--- src/rtl/pc_sequencer_if.sv ---
// Bundles the fetch, execute and status signals of the program-control sequencer.
// The slave modport is used by the sequencer itself; the master modport is used by its environment.
interface pc_sequencer_if;
    logic        imem_req;
    logic        imem_ack;
    logic        exec_start;
    logic        exec_done;
    logic        branch_taken;
    logic [31:0] branch_target;
    logic        link_en;
    logic        halt_req;
    logic [31:0] pc;
    logic [31:0] link_addr;
    logic        link_valid;
    logic        halted;
    logic [1:0]  err_code;
    logic [31:0] instr_count;

    modport slave (
        input  imem_ack,
        input  exec_done,
        input  branch_taken,
        input  branch_target,
        input  link_en,
        input  halt_req,
        output imem_req,
        output exec_start,
        output pc,
        output link_addr,
        output link_valid,
        output halted,
        output err_code,
        output instr_count
    );

    modport master (
        output imem_ack,
        output exec_done,
        output branch_taken,
        output branch_target,
        output link_en,
        output halt_req,
        input  imem_req,
        input  exec_start,
        input  pc,
        input  link_addr,
        input  link_valid,
        input  halted,
        input  err_code,
        input  instr_count
    );
endinterface

--- src/rtl/pc_sequencer.sv ---
// Multicycle PC sequencer: FETCH -> ISSUE -> WAIT loop, minimum 3 cycles per instruction.
// Waits indefinitely on imem_ack; WAIT is bounded by TIMEOUT; HALT/ERROR are left only via rst.
module pc_sequencer #(
    parameter logic [31:0] RESET_PC = 32'h0000_0000,
    parameter int          TIMEOUT  = 64
) (
    input  logic           clk,
    input  logic           rst,
    pc_sequencer_if.slave  bus
);

    localparam int CNT_W = 10;
    localparam logic [CNT_W-1:0] TIMEOUT_CNT = CNT_W'(TIMEOUT);

    localparam logic [1:0] ERR_NONE     = 2'd0;
    localparam logic [1:0] ERR_MISALIGN = 2'd1;
    localparam logic [1:0] ERR_TIMEOUT  = 2'd2;

    if (TIMEOUT < 1 || TIMEOUT > 1023) begin : g_bad_timeout
        $error("pc_sequencer: TIMEOUT must be in 1..1023");
    end
    if (RESET_PC[1:0] != 2'b00) begin : g_bad_reset_pc
        $error("pc_sequencer: RESET_PC must be word aligned");
    end

    typedef enum logic [2:0] {
        S_FETCH,
        S_ISSUE,
        S_WAIT,
        S_HALT,
        S_ERROR
    } state_t;

    state_t           r_state;
    state_t           w_state_nxt;
    logic [31:0]      r_pc;
    logic [31:0]      w_pc_nxt;
    logic [CNT_W-1:0] r_wait_cnt;
    logic [CNT_W-1:0] w_wait_cnt_nxt;
    logic [31:0]      r_link_addr;
    logic [31:0]      w_link_addr_nxt;
    logic             r_link_vld;
    logic             w_link_vld_nxt;
    logic [1:0]       r_err_code;
    logic [1:0]       w_err_code_nxt;
    logic [31:0]      r_instr_cnt;
    logic [31:0]      w_instr_cnt_nxt;

    logic [31:0]      w_pc_plus4;
    logic [CNT_W-1:0] w_wait_cnt_inc;
    logic             w_misaligned;

    assign w_pc_plus4     = r_pc + 32'd4;
    assign w_wait_cnt_inc = r_wait_cnt + CNT_W'(1);
    assign w_misaligned   = bus.branch_taken && (bus.branch_target[1:0] != 2'b00);

    always_ff @(posedge clk) begin
        if (rst) begin
            r_state     <= S_FETCH;
            r_pc        <= RESET_PC;
            r_wait_cnt  <= '0;
            r_link_addr <= '0;
            r_link_vld  <= 1'b0;
            r_err_code  <= ERR_NONE;
            r_instr_cnt <= '0;
        end else begin
            r_state     <= w_state_nxt;
            r_pc        <= w_pc_nxt;
            r_wait_cnt  <= w_wait_cnt_nxt;
            r_link_addr <= w_link_addr_nxt;
            r_link_vld  <= w_link_vld_nxt;
            r_err_code  <= w_err_code_nxt;
            r_instr_cnt <= w_instr_cnt_nxt;
        end
    end

    always_comb begin
        w_state_nxt     = r_state;
        w_pc_nxt        = r_pc;
        w_wait_cnt_nxt  = r_wait_cnt;
        w_link_addr_nxt = r_link_addr;
        w_link_vld_nxt  = 1'b0;
        w_err_code_nxt  = r_err_code;
        w_instr_cnt_nxt = r_instr_cnt;

        case (r_state)
            S_FETCH: begin
                // Halt wins over a returning fetch so the stop lands on an instruction boundary.
                if (bus.halt_req) begin
                    w_state_nxt = S_HALT;
                end else if (bus.imem_ack) begin
                    w_state_nxt = S_ISSUE;
                end
            end

            S_ISSUE: begin
                w_wait_cnt_nxt = '0;
                w_state_nxt    = S_WAIT;
            end

            S_WAIT: begin
                w_wait_cnt_nxt = w_wait_cnt_inc;
                if (bus.exec_done) begin
                    if (w_misaligned) begin
                        w_err_code_nxt = ERR_MISALIGN;
                        w_state_nxt    = S_ERROR;
                    end else begin
                        w_pc_nxt        = bus.branch_taken ? bus.branch_target : w_pc_plus4;
                        w_instr_cnt_nxt = r_instr_cnt + 32'd1;
                        if (bus.link_en) begin
                            w_link_addr_nxt = w_pc_plus4;
                            w_link_vld_nxt  = 1'b1;
                        end
                        w_state_nxt = bus.halt_req ? S_HALT : S_FETCH;
                    end
                end else if (w_wait_cnt_inc == TIMEOUT_CNT) begin
                    w_err_code_nxt = ERR_TIMEOUT;
                    w_state_nxt    = S_ERROR;
                end
            end

            S_HALT:  w_state_nxt = S_HALT;
            S_ERROR: w_state_nxt = S_ERROR;
            default: w_state_nxt = S_ERROR;
        endcase
    end

    // State-decoded strobes are masked during reset so nothing leaks out while rst is high.
    assign bus.imem_req    = !rst && (r_state == S_FETCH);
    assign bus.exec_start  = !rst && (r_state == S_ISSUE);
    assign bus.halted      = !rst && ((r_state == S_HALT) || (r_state == S_ERROR));
    assign bus.pc          = r_pc;
    assign bus.link_addr   = r_link_addr;
    assign bus.link_valid  = r_link_vld;
    assign bus.err_code    = r_err_code;
    assign bus.instr_count = r_instr_cnt;

    a_pc_aligned: assert property (@(posedge clk) disable iff (rst) r_pc[1:0] == 2'b00);
    a_err_legal:  assert property (@(posedge clk) disable iff (rst) r_err_code != 2'd3);
    a_link_pulse: assert property (@(posedge clk) disable iff (rst) r_link_vld |=> !r_link_vld);

endmodule

--- src/flat_wrapper.sv ---
// flat-port wrapper written by rule: the top's interface ports become plain ports
module pc_sequencer_flat 
#(
    parameter logic [31:0] RESET_PC = 32'h0000_0000,
    parameter int          TIMEOUT  = 64
)
  (clk, rst, bus_imem_ack, bus_exec_done, bus_branch_taken, bus_branch_target, bus_link_en, bus_halt_req, bus_imem_req, bus_exec_start, bus_pc, bus_link_addr, bus_link_valid, bus_halted, bus_err_code, bus_instr_count);
  pc_sequencer_if bus_i ();
  input  logic clk;
  input  logic rst;
  input wire logic [$bits(bus_i.imem_ack)-1:0] bus_imem_ack;
  input wire logic [$bits(bus_i.exec_done)-1:0] bus_exec_done;
  input wire logic [$bits(bus_i.branch_taken)-1:0] bus_branch_taken;
  input wire logic [$bits(bus_i.branch_target)-1:0] bus_branch_target;
  input wire logic [$bits(bus_i.link_en)-1:0] bus_link_en;
  input wire logic [$bits(bus_i.halt_req)-1:0] bus_halt_req;
  output wire logic [$bits(bus_i.imem_req)-1:0] bus_imem_req;
  output wire logic [$bits(bus_i.exec_start)-1:0] bus_exec_start;
  output wire logic [$bits(bus_i.pc)-1:0] bus_pc;
  output wire logic [$bits(bus_i.link_addr)-1:0] bus_link_addr;
  output wire logic [$bits(bus_i.link_valid)-1:0] bus_link_valid;
  output wire logic [$bits(bus_i.halted)-1:0] bus_halted;
  output wire logic [$bits(bus_i.err_code)-1:0] bus_err_code;
  output wire logic [$bits(bus_i.instr_count)-1:0] bus_instr_count;
  assign bus_i.imem_ack = bus_imem_ack;
  assign bus_i.exec_done = bus_exec_done;
  assign bus_i.branch_taken = bus_branch_taken;
  assign bus_i.branch_target = bus_branch_target;
  assign bus_i.link_en = bus_link_en;
  assign bus_i.halt_req = bus_halt_req;
  assign bus_imem_req = bus_i.imem_req;
  assign bus_exec_start = bus_i.exec_start;
  assign bus_pc = bus_i.pc;
  assign bus_link_addr = bus_i.link_addr;
  assign bus_link_valid = bus_i.link_valid;
  assign bus_halted = bus_i.halted;
  assign bus_err_code = bus_i.err_code;
  assign bus_instr_count = bus_i.instr_count;
  pc_sequencer #(.RESET_PC(RESET_PC), .TIMEOUT(TIMEOUT)) u_core (.clk(clk), .rst(rst), .bus(bus_i));
endmodule
--- config.mk ---
export PLATFORM = sky130hd
export DESIGN_NAME = pc_sequencer_flat
export DESIGN_NICKNAME = d
export VERILOG_FILES = /design/src/rtl/pc_sequencer_if.sv /design/src/rtl/pc_sequencer.sv /design/src/flat_wrapper.sv
export SDC_FILE = /design/constraint.sdc
export NUM_CORES = 1
export LEC_CHECK = 0
export CORE_MARGIN = 4
export CORE_UTILIZATION = 38
export CTS_CLUSTER_SIZE = 28
export DETAILED_ROUTE_END_ITERATION = 6
export SYNTH_ARGS = -nofsm -noshare
export SYNTH_HDL_FRONTEND = slang
export SYNTH_SLANG_ARGS = --single-unit
export TNS_END_PERCENT = 10
--- constraint.sdc ---
create_clock -name clk -period 2.85 [get_ports clk]
set_input_delay 0.285 -clock clk [delete_from_list [all_inputs] [get_ports clk]]
set_output_delay 0.285 -clock clk [all_outputs]
set_load 0.01 [all_outputs]
* After elaboration in Yosys (flattened, before gate mapping)
Index checks and enable logic that the tools add are counted.
Storage, ports and cells: register bits 112, output and inout bits 102, input port bits 39, logic and storage cells 49
Operators by class: equality and inequality tests 8, reduce and logical (&&, ||, !) cells 15, muxes and demuxes 13, bitwise gates (word level) 3, $add $sub $neg 3
Operators with widths (count):
- 32-bit by 1-bit adder with 32-bit output (second input constant) | 1
- 32-bit by 3-bit adder with 32-bit output (second input constant) | 1
- 32-bit 2-to-1 mux | 1
- 10-bit case mux with 2 select lines | 1
- 3-bit 2-to-1 mux | 5
- 3-bit case mux with 4 select lines | 1
- 10-bit by 1-bit adder with 10-bit output (second input constant) | 1
- 10-bit by 7-bit == test with 1-bit output (second input constant) | 1
- 2-bit 2-to-1 mux | 4
- 3-bit by 2-bit == test with 1-bit output (second input constant) | 2
- 3-bit AND reduction | 2
- 2-bit nonzero test | 3
- 1-bit logical AND | 4
- 4-bit AND reduction | 1
- 4-bit OR reduction | 1
- 3-bit by 1-bit == test with 1-bit output (second input constant) | 1
- 3-bit == test (second input constant) | 1
- 3-bit zero test | 1
- 3-bit by 2-bit != test with 1-bit output (second input constant) | 1
- 3-bit != test (second input constant) | 1
- 1-bit inverter | 3
- 2-bit by 1-bit != test with 1-bit output (second input constant) | 1
- 2-bit AND reduction | 1
- 1-bit zero test | 1
- other kinds (2) | 2

* Logic depth before layout (Yosys ltp)
Gate-level depths: netlist of run 1.
word-level depth 5, mapped depth 8, gate-level depth less buffers 6

* Worst setup path before layout of run 1
No wires, ideal clock.
path kind flip-flop to flip-flop, start reg u_core.r_pc[2] (netlist: u_core.bus.pc[2]), end reg u_core.r_link_addr[28] (netlist: u_core.bus.link_addr[28]), setup slack 0.756 ns, cell stages (with the launch flop) 7, arrival time 2.009 ns, cell sequence dfxtp_1 > ha_1 > nand3_1 > nor4_2 > nand3_1 > xor2_1 > a211oi_1
Between the ends: longest elaborated chain between the ends 1
RTL lines:
- start, declared | RTL line pc_sequencer.sv:36 | logic [31:0] r_pc;
- start signal, assigned | RTL line pc_sequencer.sv:68 | r_pc <= w_pc_nxt;
- 32-bit by 3-bit adder with 32-bit output | RTL line pc_sequencer.sv:53 | assign w_pc_plus4 = r_pc + 32'd4;
- end signal, assigned | RTL line pc_sequencer.sv:70 | r_link_addr <= w_link_addr_nxt;
- end, declared | RTL line pc_sequencer.sv:40 | logic [31:0] r_link_addr;
No other way between the ends. A chain may end at the register's enable or synchronous reset.

* Final worst setup path of run 1
start reg u_core.r_state[0], end out bus_halted
Between the ends: longest elaborated chain between the ends 3, elaborated cells on any way between the ends 4
RTL lines:
- start, declared | RTL line pc_sequencer.sv:34 | state_t r_state;
- start signal, assigned | RTL line pc_sequencer.sv:67 | r_state <= w_state_nxt;
- 3-bit by 2-bit == test with 1-bit output / 3-bit == test (equally long branches) | RTL line pc_sequencer.sv:131 | assign bus.halted = !rst && ((r_state == S_HALT) || (r_state == S_ERROR));
- 1-bit logical OR * | RTL line pc_sequencer.sv:131
- 1-bit logical AND * | RTL line pc_sequencer.sv:131
- end, declared | RTL line flat_wrapper.sv:22 | output wire logic [$bits(bus_i.halted)-1:0] bus_halted;
Mark *: on every way between the ends. The rest lies on a longest branch, timed or not.

==> results of run 1 <==
-- state kept, by name (all words and copies together), names as in the netlist --
signal,count
u_core.bus.err_code,2
u_core.bus.link_addr,32
u_core.bus.link_valid,1
u_core.r_state,3
u_core.r_wait_cnt,10
u_core.bus.instr_count,32
u_core.bus.pc,32
-- power by group --
part           internal, uW  total, uW  switching, uW
clock network           626       1260            632
logic                   199        433            234
registers              1600       1650           49.5
-- kinds of logic (layout without fill, tap and decap cells) --
logic type               after synthesis  count (layout)  share of synthesized area [%]
flip-flops                           112             112                           38.3
AO/OA/AOI/OAI                        183             183                           20.0
multiplexers                           4               4                          0.684
adder cells (fa/ha/maj)                3               3                          0.641
AND/OR/NAND/NOR                      331             331                           27.8
XOR/XNOR                              50              50                           7.48
buffers and inverters                 73             190                           5.13
-- metal layers --
metal	routed length (um)	vias up	share of wire [%]	global-route usage (%)
met1	8760	2818	48	28.2
met3	945	21	5.2	4.77
met2	8160	187	45	31.2
met5	0	-	0	0
li1	-	2929	-	-
met4	257	0	1.4	5.08
-- through the flow --
stage	hold slack, ps	cells	utilization, %	setup WS [ps]
after global routing	410	1061	50.7	257
after detailed placement	455	1045	48.8	407
after CTS	394	1061	50.7	437
after floorplan	441	756	-	756
after global placement	450	1045	48.8	435
final	407	1061	50.7	445
-- cell usage after synthesis, drive strengths merged, types with 14 or more instances --
cell    instances
a211oi         32
a21oi          52
buf            17
clkbuf         41
dfxtp         112
inv            14
nand2          74
nand3          33
nand4          20
nor2          106
nor3           23
nor4           17
o21ai          40
xnor2          33
xor2           17
-- area by class of cell --
| class | instances | area (um2) |
|---|---|---|
| Clock buffer | 11 | 243 |
| Tap cell | 188 | 235 |
| Timing Repair Buffer | 159 | 1550 |
| Sequential cell | 112 | 2240 |
| Multi-Input combinational cell | 571 | 3320 |
| Clock inverter | 5 | 38.8 |
| Fill cell | 1447 | 7470 |
| Inverter | 15 | 56.3 |
-- worst paths after layout --
check             cells past startpoint  slack, ps                  endpoint
setup / recovery                      6        450                bus_halted
hold reg to reg                       2        470   u_core.bus.link_addr[0]
setup reg to reg                      5        520  u_core.bus.link_addr[29]
hold / removal                        2        410      u_core.r_wait_cnt[1]
-- worst max-delay path: stages, from the launching register on --
cell             delay [ps]
dfxtp_1                 590
buf_4                   270
nand2_1                  80
nor2_1                   90
a21oi_1                  50
nor2_1                  100
clkdlybuf4s50_1         570
-- placed cells by master, fill, tap and decap left out, types with 8 or more instances in the layout --
cell             count
clkdlybuf4s50_1    138
dfxtp_1            112
nor2_1             106
nand2_1             73
a21oi_1             52
o21ai_0             39
xnor2_1             33
nand3_1             33
a211oi_1            32
nor3_1              23
nand4_1             19
buf_4               19
xor2_1              17
nor4_1              15
inv_1               14
or3_1               12
o31ai_1             10
and3_1              10
a31oi_1             10
clkbuf_16            9
and2_1               8
a22oi_1              8
==> run metrics, run 1 <==
DRT iter0 DRCs=399; Initial Utilization=38.7%; Setup crit end kind=primary output; EDFF count, synth=0; drt pass-1 iters=5; chip width=132 um; vias in the first global route=between 5000 and 6000; Residual DRC=0; fin area=7680 um2; critical path type=flip-flop to primary output; Max Cap Viol=0; die height=roughly 130 um; beginning of the worst hold path=rst; root buffer cell=clkbuf_16; cell leakage power=between 0.002 and 0.0025 uW; # rows=45; period utilisation layout=84.4%; WP data required=2570 ps; Slew Limit Fails=0; initial antenna violation count=0; first-pass GRT wire length=29.5 mm; Congestion Overflow GR=0; R2R Path Start=u_core.bus.pc[6]; worst slew pin tran=753 ps; post-layout power=around 3300 uW; CTS Buf Count=9; post-synth net total=approximately 800; Critical Path AT=2120 ps; Buffers on Ports=140; # diodes=0; total wire length=18.1 mm; Yosys reg bits=between 100 and 150; post-CTS setup repair buffer count=0; DP Area=7400 um2; f_max=416 MHz; # clock sinks=roughly 110; average wire per standard cell=17.1 um; largest net degree at the start of global routing=76; outcome=finished, final reports clean; Final TNS setup=0 ps; min cycle time layout=2400 ps; Layout Nets=910; CTS tree=yes; Fin. Hold Viols=0; top-level I/O count=141; Die Area=17500 um2; Clock Skews=5.86 ps; Avg Synthesized Cell Area=7.75 um2; Yosys top cell area share=38.3%; GRT Total Usage=approximately a fifth; power density cells=435 nW/um2; Clock Pin Slew Worst Setup and Hold Paths=80 ps; CP max FO=13; H-Tree Depth=3; layout cells sized above 1=under 10%; Area Overhead vs Synth=31.1%; relative slew slack=49.8%; RSZ-0062 raised after global routing=false; async set-or-reset flop fraction in the synthesized netlist=0%; dominant cell type by area after synthesis=dfxtp_1; Core ar.=between 15000 and 20000 um2; Post-CTS Hold Fix Bufs=0; Setup crit start=u_core.r_state[0]; clk buf depth=2; # setup viols final=0; Post-Syn Area=5860 um2; CP startpoint kind=flip-flop; post-route ant nets=0; DP HPWL=about 13 mm; sequential area share after synthesis=38.3%; worst vdd ir=slightly below 0.3 mV; Final Wtd Congestion=0.866; via count=5955; Synth Instances=756; HP Class=input pin to flip-flop; Yosys warning count=0; Worst-Skew Late Latency=350 ps; Resize count post-CTS=0; prevailing post-synth register cell=dfxtp_1; Area contributors post-synth=dfxtp_1, nor2_1, xnor2_1; Vias/cell=between 5 and 6; Yosys cell types=56
Power figures use the tool's default switching activity.
==> run 2: changes to the inputs <==
--- a/config.mk
+++ b/config.mk
@@ -9,6 +9,7 @@
 export CORE_UTILIZATION = 38
 export CTS_CLUSTER_SIZE = 28
 export DETAILED_ROUTE_END_ITERATION = 6
+export PLACE_DENSITY = 0.66
 export SYNTH_ARGS = -nofsm -noshare
 export SYNTH_HDL_FRONTEND = slang
 export SYNTH_SLANG_ARGS = --single-unit
==> constraint.sdc (replaced) <==
create_clock -name clk -period 2.1 [get_ports clk]
set_input_delay 0.21 -clock clk [delete_from_list [all_inputs] [get_ports clk]]
set_output_delay 0.21 -clock clk [all_outputs]
set_load 0.01 [all_outputs]
==> run metrics, run 2 (synthesis results as in run 1) <==
critical path type=flip-flop to primary output; # setup viols final=0 (unchanged); period utilisation layout=96.2%; post-layout power=4720 uW (+41%); post-route ant nets=0 (unchanged); vias in the first global route=5611 (+1.1%); Congestion Overflow GR=0 (unchanged); top-level I/O count=141 (unchanged); Post-CTS Hold Fix Bufs=0 (unchanged); via count=6007 (+0.87%); slowest stage cell, crit path=clkdlybuf4s50_1; commonest non-fill, non-tap cells in the layout=clkdlybuf4s50_1, dfxtp_1, nor2_1, nand2_1, buf_4; # rows=45 (unchanged); Core Util, Final=54.2% (+3.5 points); H-Tree Depth=3 (unchanged); Buffers on Ports=140 (unchanged); Worst-Skew Late Latency=360 ps (about the same); Max Cap Viol=0 (unchanged); cell leakage power=0.00267 uW (+14%); cell mode on critical path=nor2_1; Area Overhead vs Synth=40.1%; average wire per standard cell=16.2 um (-5.4%); min cycle time layout=2020 ps; HP Class=input pin to flip-flop; CP max FO=22 (+9); R2R Path Start=u_core.bus.instr_count[5]; GRT Total Usage=20.2% (+0.11 points); Clock Pin Slew Worst Setup and Hold Paths=80 ps (about the same); first-pass GRT wire length=29.2 mm (-0.82%); worst vdd ir=0.463 mV (+60%); Layout Nets=967 (+6.3%); Clock Skews=9.59 ps (+3.73 ps); total wire length=18.1 mm (-0.25%); WP data required=1890 ps (-680 ps); f_max=495 MHz; Final Wtd Congestion=0.869 (+0.30%); DP HPWL=12.9 mm (+0.12%); Fin. Hold Viols=0 (unchanged); worst slew pin tran=460 ps (-292 ps); relative slew slack=69.3% (+19 points); CP top delay family=buffers and inverters; Crit path buffers/inverters=2 (unchanged); final-layout fill cell count=1436 (-0.76%); Die Area=17500 um2 (unchanged); worst hold slack=233 ps (-174 ps); largest net degree at the start of global routing=77 (+1.3%); CP startpoint kind=flip-flop; Setup crit start=u_core.r_state[0]; Core ar.=15100 um2 (unchanged); clk buf depth=2 (unchanged); chip width=132 um (unchanged); post-CTS setup repair buffer count=0 (unchanged); # clock sinks=112 (unchanged); root buffer cell=clkbuf_16; die height=132 um (unchanged); layout cells sized above 1=12.0% (+6.8 points); drt pass-1 iters=5 (unchanged); Initial Utilization=38.7% (unchanged); slowest stage delay, CP=560 ps (-30 ps); cells along the critical path=buf_8 > nand2_1 > nor2_1 > a21oi_1 > nor2_1 > clkdlybuf4s50_1; CTS tree=yes; beginning of the worst hold path=rst; DRT iter0 DRCs=396 (-0.75%); Vias/cell=5.37 (-4.4%); power density cells=575 nW/um2 (+32%); Setup crit end kind=primary output; initial antenna violation count=0 (unchanged); Slew Limit Fails=0 (unchanged); Residual DRC=0 (unchanged); CTS Buf Count=9 (unchanged); commonest non-fill, non-tap cell in the layout=clkdlybuf4s50_1; RSZ-0062 raised after global routing=true; outcome=finished, final reports clean; Critical Path AT=1810 ps (-310 ps)
[run 2: cell count changes in the layout (fill, tap and decap cells not counted), moves of 2 or more]
cell | previous run | this run
inv_8 | 0 | 3
buf_12 | 1 | 3
dfxtp_2 | 0 | 2
inv_6 | 2 | 0
buf_4 | 19 | 72
dfxtp_1 | 112 | 110
[run 2: cell type report]
class	count	area (um2)	area share, %
sequential	112	2240	27.4
multi-input combinational	571	3340	40.7
clock buffer	9	225	2.74
clock inverter	7	87.6	1.07
antenna	1	2.50	0.0305
inverter	15	56.3	0.686
tap	188	235	2.87
timing repair buffer	216	2010	24.5
[run 2: metrics by stage]
step / setup WS, ps / setup TNS, ps / area, um2 / cells
floorplan: 5.92 / 0 / 5860 / 756
global placement: -183 / -859 / 7860 / 1102
detailed placement: -198 / -2380 / 7860 / 1102
CTS: 2.11 / 0 / 8180 / 1118
global route: -60.4 / -93.1 / 8200 / 1118
finish: 80.8 / 0 / 8210 / 1119
[run 2: worst register-to-register path, cell delays in order (launching register included)]
cell,delay [ps]
dfxtp_1,390
and4_2,300
nand4_4,120
or4_4,600
or3_1,360
a21oi_1,140
[run 2: final timing paths]
path                            slack, ps                         end  depth (start not counted)
worst max-delay path                   80                  bus_halted                          6
worst min-delay path                  230        u_core.r_wait_cnt[1]                          2
worst max register to register        120  u_core.bus.instr_count[29]                          5
worst min register to register        460     u_core.bus.link_addr[1]                          2
[run 2: per-layer routing]
layer	part of all wire, %	vias to the layer above	wire length, um	track usage (%)
met3	4.8	15	865	4.20
met5	0	-	0	0
met1	48	2804	8760	27.8
li1	-	3050	-	-
met4	1.6	0	283	6.24
met2	45	138	8170	32.0
[run 2: what timing repair did]
item                                    4_1_cts  5_1_grt
gates resized for setup                       3        8
endpoints found under the hold margin         0        0
endpoints found under the setup margin        2       15
[run 2: power breakdown]
part	leakage, uW	internal [uW]	total, uW	switching (uW)
Sequential	0.000906	2180	2220	46.8
Clock	0.000148	955	1840	887
Combinational	0.00162	309	655	346
Total	0.00267	3440	4720	1280
==> run 3: changes to the inputs <==
--- a/config.mk
+++ b/config.mk
@@ -5,10 +5,12 @@
 export SDC_FILE = /design/constraint.sdc
 export NUM_CORES = 1
 export LEC_CHECK = 0
+export ABC_AREA = 1
 export CORE_MARGIN = 4
 export CORE_UTILIZATION = 38
 export CTS_CLUSTER_SIZE = 28
 export DETAILED_ROUTE_END_ITERATION = 6
+export MAX_ROUTING_LAYER = met4
 export PLACE_DENSITY = 0.66
 export SYNTH_ARGS = -nofsm -noshare
 export SYNTH_HDL_FRONTEND = slang
==> run metrics, run 3 <==
outcome=finished, final reports clean; Final Wtd Congestion=0.890 (+2.5%); async set-or-reset flop fraction in the synthesized netlist=0% (unchanged); Critical Path AT=2120 ps (+310 ps); Setup crit end kind=flip-flop; Resize count post-CTS=0 (-3); post-synth net total=917 (+15%); post-route ant nets=0 (unchanged); Layout Nets=1050 (+8.6%); Avg Synthesized Cell Area=6.81 um2 (-12%); RSZ-0062 raised after global routing=false; # diodes=0 (-1); worst vdd ir=0.427 mV (-7.9%); layout cells sized above 1=7.50% (-4.5 points); sequential share of power=44.7% (-2.4 points); Fin. Hold Viols=0 (unchanged); # rows=45 (unchanged); Yosys top cell area share=37.7% (-0.63 points); Slew Limit Fails=0 (unchanged); DP Area=7610 um2 (-3.1%); Yosys cell types=43 (-23%); power density cells=702 nW/um2 (+22%); Switching Share=30.5% (+3.4 points); Yosys warning count=0 (unchanged); vias in the first global route=5772 (+2.9%); DRT iter0 DRCs=422 (+6.6%); WP data required=2360 ps (+470 ps); CP max FO=4 (-82%); top-level I/O count=141 (unchanged); # setup viols final=0 (unchanged); worst slew pin tran=410 ps (-50.3 ps); via count=6037 (+0.50%); fin area=7910 um2 (-3.6%); clock power share=32.1% (-6.9 points); relative slew slack=72.4% (+3.1 points); period utilisation layout=88.6% (-7.6 points); cell internal pwr=3860 uW (+12%); Die Area=17700 um2 (+1.6%); switching component of the power=1700 uW (+32%); Area contributors post-synth=dfxtp_1, nand2_1, a21oi_1; total wire length=18.0 mm (-0.27%); CP startpoint kind=flip-flop; Yosys reg bits=112 (unchanged); Placement Setup Slack=146 ps (+345 ps); H-Tree Depth=3 (unchanged); Post-Syn Area=5950 um2 (+1.7%); post-layout power=5550 uW (+18%); root buffer cell=clkbuf_16; Area Overhead vs Synth=32.9%; Synth Instances=875 (+16%); Congestion Overflow GR=0 (unchanged); DP HPWL=13.4 mm (+4.1%); cell leakage power=0.00303 uW (+14%); first-pass GRT wire length=29.5 mm (+0.94%); Clock Pin Slew Worst Setup and Hold Paths=70 ps (about the same); initial antenna violation count=0 (unchanged); most frequent cell after synthesis=nand2_1; Post-Layout Cell Count=1224 (+9.4%); commonest non-fill, non-tap cells in the layout=nand2_1, clkdlybuf4s50_1, nor2_1, dfxtp_1, a21oi_1; clk buf depth=2 (unchanged); drt pass-1 iters=5 (unchanged); Final TNS setup=0 ps (unchanged); Max Cap Viol=0 (unchanged); Core ar.=15300 um2 (+0.74%); GRT Total Usage=21.0% (+0.77 points); prevailing post-synth register cell=dfxtp_1; most common library cells after synthesis=nand2_1, nor2_1, dfxtp_1, a21oi_1, inv_1; Post-CTS Hold Fix Bufs=0 (unchanged); largest net degree at the start of global routing=35 (-55%); Worst-Skew Late Latency=360 ps (about the same); Residual DRC=0 (unchanged); Comb pwr share=23.3% (+9.4 points); post-CTS setup repair buffer count=0 (unchanged); critical path type=flip-flop to flip-flop; Initial Utilization=39.0% (+0.35 points); commonest non-fill, non-tap cell in the layout=nand2_1; chip width=133 um (+0.78%); Worst Slack Setup Final=240 ps (+160 ps); EDFF count, synth=0 (unchanged); sequential area share after synthesis=37.7% (-0.63 points); CTS tree=yes; average wire per standard cell=14.7 um (-8.8%); dominant cell type by area after synthesis=dfxtp_1; Buffers on Ports=140 (unchanged); f_max=538 MHz (+8.6%); # clock sinks=112 (unchanged); Clock Skews=6.63 ps (-2.96 ps); Cells after DPL=1208 (+9.6%); die height=133 um (+0.78%); HP Class=input pin to flip-flop; CTS Buf Count=9 (unchanged); min cycle time layout=1860 ps (-160 ps); Vias/cell=4.93 (-8.1%)
[run 3: path summary, 6_finish.rpt]
kind              slack (ps)  cells past startpoint                  endpoint              startpoint
hold reg to reg          470                      2    u_core.bus.err_code[1]  u_core.bus.err_code[1]
hold / removal           230                      2     u_core.bus.link_valid                     rst
setup reg to reg         240                     12  u_core.bus.link_addr[30]        u_core.bus.pc[3]
setup / recovery         240                     12  u_core.bus.link_addr[30]        u_core.bus.pc[3]
[run 3: power groups by stage]
stage,registers (uW),clock network (uW),logic [uW]
after global routing,2510,1900,1440
after detailed placement,2520,0,1290
after CTS,2480,1820,1300
final,2480,1780,1290
after global placement,2520,0,1280
after floorplan,2550,0,633
[run 3: kinds of logic (layout without fill, tap and decap cells)]
group / count (synthesis) / count (layout) / share of synthesized area, %
DFF: 112 / 112 / 37.7
and+or+nand+nor: 415 / 415 / 31.5
AOI/OAI and AO/OA: 183 / 183 / 15.6
adders and majority gates: 3 / 3 / 0.630
buffers and inverters: 119 / 257 / 8.17
xor gates and xnor gates: 43 / 43 / 6.45
[run 3: critical path: stages, from the launching register on]
cell and delay, ps:
dfxtp_1 400, ha_1 220, nand3_2 140, nor2_4 190, nand2_4 100, nor2_8 130, nand2_4 80, nor2_4 140
nand2_1 70, nand2_1 60, nand2_1 70, o21ai_1 120, inv_1 40
[run 3: routing by layer]
layer	up-vias	routed length (um)	track usage, %
met1	2749	8610	27.4
met4	0	242	5.20
li1	3096	-	-
met5	-	0	-
met3	18	942	4.34
met2	174	8230	33.4
[run 3: layout make-up]
type / instances / area [um2]
clock inverter: 3 / 40.0
timing repair buffer: 159 / 1570
multi-input combinational: 644 / 3230
tap: 211 / 264
sequential: 112 / 2240
fill: 1531 / 7340
clock buffer: 13 / 260
inverter: 82 / 315
[run 3: metrics by stage]
step	hold slack, ps	utilization [%]
2_1_floorplan	373	-
6_report	227	51.9
3_3_place_gp	455	49.9
3_5_place_dp	457	49.9
4_1_cts	226	51.8
5_1_grt	232	51.9
